<file path="src/rtl/cobrir_ctrl_n_if.sv">
// rtl/cobrir_ctrl_n_if.sv - sensor, limit-switch and motor-command bundle for cobrir_ctrl_n
// Purpose: groups the weather sensors, per-cover limit switches, fault clear and
//          per-cover motor/fault outputs of the N-cover controller.
// Signals: S, C     shared sun / rain sensors (raw)
//          E, D     per-cover open / closed limit switches (raw), N bits
//          CLR      fault clear, all channels
//          FECHAR   per-cover close command, N bits
//          ABRIR    per-cover open command, N bits
//          FALHA    per-cover latched fault flag, N bits
// Modports: master drives sensors and reads commands; slave is the controller.
interface cobrir_ctrl_n_if #(
    parameter int N = 2
);
    logic         S;
    logic         C;
    logic [N-1:0] E;
    logic [N-1:0] D;
    logic         CLR;
    logic [N-1:0] FECHAR;
    logic [N-1:0] ABRIR;
    logic [N-1:0] FALHA;

    modport master (
        output S, C, E, D, CLR,
        input  FECHAR, ABRIR, FALHA
    );

    modport slave (
        input  S, C, E, D, CLR,
        output FECHAR, ABRIR, FALHA
    );
endinterface

</file>
<file path="src/rtl/cobrir_ctrl_n.sv">
// rtl/cobrir_ctrl_n.sv - N-channel debounced motorised cover controller
// Purpose: synchronises sun/rain sensors and limit switches, debounces the
//          sensors, and runs one Moore motor FSM per cover with dead time on
//          reversal, motion timeout and a latched, clearable fault.
// Ports:   clk    system clock, rising edge
//          rst_n  asynchronous active-low reset
//          bus    cobrir_ctrl_n_if slave: S, C, E[N], D[N], CLR in;
//                 FECHAR[N], ABRIR[N], FALHA[N] out
module cobrir_ctrl_n #(
    parameter int N        = 2,
    parameter int DEB_CYC  = 4,
    parameter int T_MAX    = 20,
    parameter int DEAD_CYC = 3
) (
    input  logic           clk,
    input  logic           rst_n,
    cobrir_ctrl_n_if.slave bus
);
    // One timer serves both the motion timeout and the pause, so it is sized
    // for whichever limit is larger.
    localparam int TCAP = (T_MAX > DEAD_CYC) ? T_MAX : DEAD_CYC;
    localparam int TW   = $clog2(TCAP + 1);
    localparam int DW   = $clog2(DEB_CYC + 1);
    localparam int HOLD = DEB_CYC + 2;
    localparam int HW   = $clog2(HOLD + 1);

    localparam logic [TW-1:0] T_LAST    = TW'(T_MAX - 1);
    localparam logic [TW-1:0] DEAD_LAST = TW'(DEAD_CYC - 1);
    localparam logic [DW-1:0] DEB_LAST  = DW'(DEB_CYC - 1);
    localparam logic [HW-1:0] HOLD_END  = HW'(HOLD);

    typedef enum logic [2:0] {
        ST_IDLE,
        ST_FECHANDO,
        ST_ABRINDO,
        ST_PAUSA,
        ST_FALHA
    } state_t;

    // Weather channels packed as index 0 = S (sun), index 1 = C (rain).
    logic [1:0]    wx_meta_q, wx_sync_q;
    logic [1:0]    wx_filt_q, wx_filt_d;
    logic [DW-1:0] deb_cnt_q [2];
    logic [DW-1:0] deb_cnt_d [2];

    logic [N-1:0]  e_meta_q, e_sync_q;
    logic [N-1:0]  d_meta_q, d_sync_q;

    logic [HW-1:0] hold_q, hold_d;
    logic          hold_done;

    state_t        state_q [N];
    state_t        state_d [N];
    logic [TW-1:0] timer_q [N];
    logic [TW-1:0] timer_d [N];
    state_t        rest_nxt [N];

    logic          close_req, open_req;
    logic [N-1:0]  jam;
    logic [N-1:0]  fechar, abrir, falha;

    always_ff @(posedge clk or negedge rst_n) begin
        if (!rst_n) begin
            wx_meta_q <= '0;
            wx_sync_q <= '0;
            wx_filt_q <= '0;
            e_meta_q  <= '0;
            e_sync_q  <= '0;
            d_meta_q  <= '0;
            d_sync_q  <= '0;
            hold_q    <= '0;
            for (int k = 0; k < 2; k++) begin
                deb_cnt_q[k] <= '0;
            end
            for (int i = 0; i < N; i++) begin
                state_q[i] <= ST_IDLE;
                timer_q[i] <= '0;
            end
        end else begin
            wx_meta_q <= {bus.C, bus.S};
            wx_sync_q <= wx_meta_q;
            wx_filt_q <= wx_filt_d;
            e_meta_q  <= bus.E;
            e_sync_q  <= e_meta_q;
            d_meta_q  <= bus.D;
            d_sync_q  <= d_meta_q;
            hold_q    <= hold_d;
            for (int k = 0; k < 2; k++) begin
                deb_cnt_q[k] <= deb_cnt_d[k];
            end
            for (int i = 0; i < N; i++) begin
                state_q[i] <= state_d[i];
                timer_q[i] <= timer_d[i];
            end
        end
    end

    // Debounce: any cycle of agreement restarts the count, so only a run of
    // DEB_CYC consecutive disagreeing samples moves the filtered value.
    always_comb begin
        wx_filt_d = wx_filt_q;
        for (int k = 0; k < 2; k++) begin
            deb_cnt_d[k] = '0;
            if (wx_sync_q[k] != wx_filt_q[k]) begin
                if (deb_cnt_q[k] == DEB_LAST) begin
                    wx_filt_d[k] = wx_sync_q[k];
                end else begin
                    deb_cnt_d[k] = deb_cnt_q[k] + 1'b1;
                end
            end
        end
    end

    // Startup hold keeps every FSM parked until the filters have had time to
    // settle on the sensor levels present at reset release.
    assign hold_done = (hold_q == HOLD_END);
    assign hold_d    = hold_done ? hold_q : hold_q + 1'b1;

    assign close_req = wx_filt_q[0] | wx_filt_q[1];
    assign open_req  = ~close_req;
    assign jam       = e_sync_q & d_sync_q;

    // Decision taken from rest; a finished pause reuses it directly so the
    // outputs stay low for exactly DEAD_CYC cycles on a reversal.
    always_comb begin
        for (int i = 0; i < N; i++) begin
            if (close_req && !d_sync_q[i]) begin
                rest_nxt[i] = ST_FECHANDO;
            end else if (open_req && !e_sync_q[i]) begin
                rest_nxt[i] = ST_ABRINDO;
            end else if (jam[i]) begin
                rest_nxt[i] = ST_FALHA;
            end else begin
                rest_nxt[i] = ST_IDLE;
            end
        end
    end

    always_comb begin
        for (int i = 0; i < N; i++) begin
            state_d[i] = state_q[i];
            timer_d[i] = timer_q[i];
            case (state_q[i])
                ST_IDLE: begin
                    state_d[i] = rest_nxt[i];
                end
                ST_FECHANDO: begin
                    if (jam[i]) begin
                        state_d[i] = ST_FALHA;
                    end else if (d_sync_q[i]) begin
                        state_d[i] = ST_IDLE;
                    end else if (open_req) begin
                        state_d[i] = ST_PAUSA;
                    end else if (timer_q[i] == T_LAST) begin
                        state_d[i] = ST_FALHA;
                    end else begin
                        timer_d[i] = timer_q[i] + 1'b1;
                    end
                end
                ST_ABRINDO: begin
                    if (jam[i]) begin
                        state_d[i] = ST_FALHA;
                    end else if (e_sync_q[i]) begin
                        state_d[i] = ST_IDLE;
                    end else if (close_req) begin
                        state_d[i] = ST_PAUSA;
                    end else if (timer_q[i] == T_LAST) begin
                        state_d[i] = ST_FALHA;
                    end else begin
                        timer_d[i] = timer_q[i] + 1'b1;
                    end
                end
                ST_PAUSA: begin
                    if (timer_q[i] == DEAD_LAST) begin
                        state_d[i] = rest_nxt[i];
                    end else begin
                        timer_d[i] = timer_q[i] + 1'b1;
                    end
                end
                ST_FALHA: begin
                    if (bus.CLR && !jam[i]) begin
                        state_d[i] = ST_PAUSA;
                    end
                end
                default: begin
                    state_d[i] = ST_IDLE;
                end
            endcase
            if (!hold_done) begin
                state_d[i] = ST_IDLE;
            end
            // Every state entry starts the shared timer from zero.
            if (state_d[i] != state_q[i]) begin
                timer_d[i] = '0;
            end
        end
    end

    always_comb begin
        fechar = '0;
        abrir  = '0;
        falha  = '0;
        for (int i = 0; i < N; i++) begin
            fechar[i] = (state_q[i] == ST_FECHANDO);
            abrir[i]  = (state_q[i] == ST_ABRINDO);
            falha[i]  = (state_q[i] == ST_FALHA);
        end
    end

    assign bus.FECHAR = fechar;
    assign bus.ABRIR  = abrir;
    assign bus.FALHA  = falha;
endmodule
</file>
<file path="src/flat_wrapper.sv">
// flat-port wrapper written by rule: the top's interface ports become plain ports
module cobrir_ctrl_n_flat 
#(
    parameter int N        = 2,
    parameter int DEB_CYC  = 4,
    parameter int T_MAX    = 20,
    parameter int DEAD_CYC = 3
)
  (clk, rst_n, bus_S, bus_C, bus_E, bus_D, bus_CLR, bus_FECHAR, bus_ABRIR, bus_FALHA);
  cobrir_ctrl_n_if #(.N(N)) bus_i ();
  input  logic clk;
  input  logic rst_n;
  input wire logic [$bits(bus_i.S)-1:0] bus_S;
  input wire logic [$bits(bus_i.C)-1:0] bus_C;
  input wire logic [$bits(bus_i.E)-1:0] bus_E;
  input wire logic [$bits(bus_i.D)-1:0] bus_D;
  input wire logic [$bits(bus_i.CLR)-1:0] bus_CLR;
  output wire logic [$bits(bus_i.FECHAR)-1:0] bus_FECHAR;
  output wire logic [$bits(bus_i.ABRIR)-1:0] bus_ABRIR;
  output wire logic [$bits(bus_i.FALHA)-1:0] bus_FALHA;
  assign bus_i.S = bus_S;
  assign bus_i.C = bus_C;
  assign bus_i.E = bus_E;
  assign bus_i.D = bus_D;
  assign bus_i.CLR = bus_CLR;
  assign bus_FECHAR = bus_i.FECHAR;
  assign bus_ABRIR = bus_i.ABRIR;
  assign bus_FALHA = bus_i.FALHA;
  cobrir_ctrl_n #(.N(N), .DEB_CYC(DEB_CYC), .T_MAX(T_MAX), .DEAD_CYC(DEAD_CYC)) u_core (.clk(clk), .rst_n(rst_n), .bus(bus_i));
endmodule
</file>
<file path="config.mk">
export PLATFORM = sky130hd
export DESIGN_NAME = cobrir_ctrl_n_flat
export DESIGN_NICKNAME = d
export VERILOG_FILES = /design/src/rtl/cobrir_ctrl_n_if.sv /design/src/rtl/cobrir_ctrl_n.sv /design/src/flat_wrapper.sv
export SDC_FILE = /design/constraint.sdc
export NUM_CORES = 1
export LEC_CHECK = 0
export BUFFER_PORTS_ARGS = -buffer_cell sky130_fd_sc_hd__clkbuf_2
export CORE_ASPECT_RATIO = 1.25
export CORE_UTILIZATION = 50
export CTS_CLUSTER_DIAMETER = 120
export DETAILED_ROUTE_END_ITERATION = 12
export PLACE_DENSITY_LB_ADDON = 0.3
export SETUP_SLACK_MARGIN = 0.05
export SLEW_MARGIN = 20
export SYNTH_ARGS = -nofsm -noshare
export SYNTH_HDL_FRONTEND = slang
export SYNTH_SLANG_ARGS = --single-unit
</file>
<file path="constraint.sdc">
create_clock -name clk -period 6.3 [get_ports clk]
set_clock_uncertainty 0.05 [all_clocks]
set_input_delay 1.26 -clock clk [delete_from_list [all_inputs] [get_ports clk]]
set_output_delay 1.26 -clock clk [all_outputs]
set_load 0.02 [all_outputs]
</file>
# Word level (Yosys, flattened, before mapping)
# Cells that the tools add are included.
[totals]
out_inout_bits = 6
elab_cells = 128
input_bits = 9
reg_bits = 39
[classes]
muxes = 52
n_eq_ne = 33
bitwise_logic = 3
n_reduce_logical = 20
add_sub_neg = 5
[ops]
columns = ["op", "count"]
rows = [
  ["3-bit two-way mux", 30],
  ["5-bit two-way mux", 18],
  ["3-bit != test (second input constant)", 12],
  ["3-bit case mux with 5 select lines", 2],
  ["5-bit case mux with 3 select lines", 2],
  ["3-bit by 2-bit == test with 1-bit output (second input constant)", 6],
  ["8-bit AND reduction", 2],
  ["5-bit by 1-bit adder with 5-bit output (second input constant)", 2],
  ["5-bit by 2-bit == test with 1-bit output (second input constant)", 2],
  ["5-bit == test (second input constant)", 2],
  ["3-bit by 1-bit adder with 3-bit output (second input constant)", 3],
  ["3-bit == test (second input constant)", 3],
  ["4-bit nonzero test", 2],
  ["3-bit by 1-bit == test with 1-bit output (second input constant)", 2],
  ["1-bit logical AND", 6],
  ["1-bit zero test", 6],
  ["3-bit zero test", 2],
  ["3-bit by 1-bit != test with 1-bit output (second input constant)", 2],
  ["3-bit != test", 2],
  ["2-bit AND reduction", 2],
  ["2-bit bitwise AND", 1],
  ["1-bit != test", 2],
  ["1-bit inverter", 1],
  ["1-bit bitwise OR", 1],
]

# Longest topological paths before layout
[logic_depth]
word_depth = 11
depth_mapped = 8
depth_no_buf = 8

# Worst setup path before layout
# OpenSTA, ideal clock, no wires.
[synth_path]
kind = "input to register"
start = "in bus_CLR"
end = "reg u_core.timer_q[6] (netlist name)"
path_slack_ps = 3684
arrival_time_ps = 2459
path_stages = 6
required_time_ps = 6143
setup_ps = 107
cell_sequence = "a21bo_2 o32ai_1 or3_1 a22oi_2 nand2_2 a2111oi_4"
[synth_via]
elab_chain_len = 7
[synth_rtl]
columns = ["element", "line", "rtl"]
rows = [
  ["start: declaration", "flat_wrapper.sv:17", "input wire logic [$bits(bus_i.CLR)-1:0] bus_CLR;"],
  ["1-bit logical AND (*)", "cobrir_ctrl_n.sv:181", "if (bus.CLR && !jam[i]) begin"],
  ["3-bit two-way mux (*)", "cobrir_ctrl_n.sv:181", ""],
  ["3-bit case mux with 5 select lines (*)", "cobrir_ctrl_n.sv:143", "case (state_q[i])"],
  ["3-bit two-way mux (*)", "cobrir_ctrl_n.sv:189", "if (!hold_done) begin"],
  ["3-bit != test (*)", "cobrir_ctrl_n.sv:193", "if (state_d[i] != state_q[i]) begin"],
  ["3-bit != test (no source line) (tied with other cells)", "-", ""],
  ["8-bit AND reduction (no source line)", "-", ""],
  ["end signal: indexed assignment", "cobrir_ctrl_n.sv:93", "timer_q[i] <= timer_d[i];"],
  ["end: declaration", "cobrir_ctrl_n.sv:54", "logic [TW-1:0] timer_q [N];"],
]
# Every way passes the cells marked *; elsewhere a longest branch is shown, timed or not.
# A chain may end at the register's enable or synchronous reset.

# Final worst setup path
[layout_path]
start = "reg u_core.state_q[3] (netlist name)"
end = "out bus_FALHA[0]"
[layout_via]
elab_chain_len = 1
[layout_rtl]
columns = ["element", "line", "rtl"]
rows = [
  ["start: declaration", "cobrir_ctrl_n.sv:52", "state_t state_q [N];"],
  ["start signal: indexed assignment", "cobrir_ctrl_n.sv:92", "state_q[i] <= state_d[i];"],
  ["3-bit == test", "cobrir_ctrl_n.sv:206", "falha[i] = (state_q[i] == ST_FALHA);"],
  ["end: declaration", "flat_wrapper.sv:20", "output wire logic [$bits(bus_i.FALHA)-1:0] bus_FALHA;"],
]
# Every way passes these cells.

==> reports/qor.yml <==
yosysTopAreaCell: "dfrtp_1"
drv_cap: 0
syn_inst: 212
met1_usage: 0.276
outcome: "completed"
cts_setup_buffers: 0
clk_pin_slew_ps: 80
p_switching_uw: 427
finalWeightedCongestion: 0.878
drc: 0
tightest_slew_ps: 935
cp_max_fo: 11
syn2layout_area_growth_pct: 8.16
fin_crit_sh: 0.458
grt_pass1_vias: 1545
drt_iter0_markers: 126
grt_max_degree: 40
synth_area_leaders: "dfrtp_1 44%, ha_1 4.5%, nor2_1 4.2%"
crit_type: "reg -> out"
cts-root-buf: "clkbuf_8"
yosys.area.top_type_share: 0.439
slew_headroom: 0.377
wl_um: 3990
synth.yosys.seq_area_share: 0.439
power.share.clock: 0.168
antenna_found_initial: 0
rsz0062_at_grt: "no"
die-area_mm2: 0.00472
grt_pass1_wl_um: 6870
fp.dieH_um: 76.6
diodes: 0
syn_nets: 229
finalSetupTns_ps: 0
slew_violations: 0
yosysWarnings: 0
grt_usage: 0.197
synth_edf_count: 0
drive_gt1_frac: 0.167
worstPathArrival_ps: 1570
clockBufferDepth: 2
setup_violations: 0
clock_latency_ps: 300
initial_utilization: 0.534
ant_nets: 0
ios: 15
syn_area_mm2: 0.00222
final_util: 0.578
ys_ff_latch: 39
rrSetupSlack_ps: 3990
swShare: 0.432
finalCriticalPeriod_ps: 2880
pwr-share-seq: 0.390
p_leak_nw: 1.02
grt_use_met2: 0.284
clock-sinks: 39
cts_buffers: 5
hold_path.class: "reg -> reg"
postCtsHoldBufs: 0
cts.repair.resized: 0
critPathLaunchType: "flop"
io_buffers: 14
async_flop_share: 1.00
final_cell_mix: "39 x dfrtp_1, 25 x nor2_1, 14 x clkbuf_2"
p_int_uw: 561
timing.fmax_mhz: 347
hold_viol_final: 0
nets: 243
required_ps: 4990
grtUsageMet3: 0.0475
power_density_mw_per_mm2: 411
grt-busiest-layer: "met2"
die_x_um: 61.7
cts_max_level: 2
vias_per_cell: 5.62
cp-end-kind: "primary output"
first_pass_iters: 4
syn-mean-instance-area_um2: 10.5
via_count: 1590
core_mm2: 0.00416
rows: 26
dpl.hpwl_um: 2840
wl_per_cell_um: 14.1
synth_flop_cell: "dfrtp_1"
ir_drop_mv: 0.155
grt-ovfl-total: 0
power_frac_comb: 0.442
synth.distinct_cells: 59
final_common_cell: "dfrtp_1"
tritoncts: "built"
==> sequential cells by signal (all words and copies together), names as in the netlist <==
register / cells
u_core.d_meta_q: 2
u_core.d_sync_q: 2
u_core.deb_cnt_q: 6
u_core.e_meta_q: 2
u_core.e_sync_q: 2
u_core.hold_q: 3
u_core.state_q: 6
u_core.timer_q: 10
u_core.wx_filt_q: 2
u_core.wx_meta_q: 2
u_core.wx_sync_q: 2
==> per-stage QoR <==
step / setup slack, ps / hold slack, ps / instance area (um^2) / total power, mW / cells
after floorplan: 3680 / 281 / 2220 / 0.744 / 212
after global placement: 3510 / 285 / 2320 / 0.818 / 275
after detailed placement: 3480 / 285 / 2320 / 0.824 / 275
after CTS: 3410 / 301 / 2410 / 0.995 / 283
after global routing: 3320 / 298 / 2410 / 1.07 / 283
final: 3420 / 298 / 2410 / 0.989 / 283
==> layer usage <==
metal / vias to the layer above / share of wire / routed length, um
met5: - / 0 / 0
met4: 0 / 0.018 / 72
met3: 7 / 0.046 / 182
met2: 46 / 0.46 / 1850
met1: 740 / 0.47 / 1890
li1: 797 / - / -
==> cell families (layout without fill, tap and decap cells) <==
logic type | Yosys count | count (layout) | share of synthesized area
muxes | 9 | 9 | 0.0416
and+or+nand+nor | 89 | 89 | 0.246
DFF | 39 | 39 | 0.439
adders and majority gates | 8 | 8 | 0.0450
AOI/OAI and AO/OA | 38 | 38 | 0.139
xor gates and xnor gates | 13 | 13 | 0.0546
buffers and inverters | 16 | 31 | 0.0349
==> critical path: stages (launching register included) <==
cell,delay [ps]
dfrtp_1,540
or3b_1,460
inv_1,110
clkbuf_2,170
==> area by class of cell <==
| class | count | area (um^2) |
|---|---|---|
| well taps | 56 | 70.1 |
| clock buffers | 6 | 72.6 |
| repair buffers | 14 | 70.1 |
| clock inverters | 2 | 12.5 |
| multi-input cells | 157 | 1170 |
| flip-flops and latches | 39 | 976 |
| inverters | 9 | 33.8 |
| fillers | 367 | 1760 |
==> final timing paths <==
path	from	end	depth (start not counted)
max	u_core.state_q[3]	bus_FALHA[0]	3
min	u_core.d_meta_q[0]	u_core.d_sync_q[0]	0
max reg2reg	u_core.state_q[0]	u_core.timer_q[1]	6
min reg2reg	u_core.d_meta_q[0]	u_core.d_sync_q[0]	0
max in group asynchronous	rst_n	u_core.timer_q[1]	1
min in group asynchronous	rst_n	u_core.state_q[5]	1
==> power groups by stage <==
| stage | sequential, mW | combinational, mW | clock [mW] |
|---|---|---|---|
| final | 0.386 | 0.437 | 0.167 |
| after global routing | 0.398 | 0.492 | 0.181 |
| after CTS | 0.385 | 0.437 | 0.173 |
| after detailed placement | 0.389 | 0.435 | 0 |
| after global placement | 0.388 | 0.431 | 0 |
| after floorplan | 0.338 | 0.405 | 0 |
==> synthesized netlist by cell type, drive strengths merged (2+ instances only) <==
master   count
mux2         2
nand2       10
a211oi       3
o2111ai      2
nor4         4
a21oi        5
nor2        25
nand4        4
nor3         8
a31oi        3
xnor2        7
and2         4
a22oi        4
xor2         6
or4b         2
dfrtp       39
a221oi       2
inv          9
nand2b       3
ha           8
nor2b        7
nand3        2
nor3b        5
o21ai        8
nor4b        6
mux2i        7
buf          6
(Power assumes the default switching activity.)
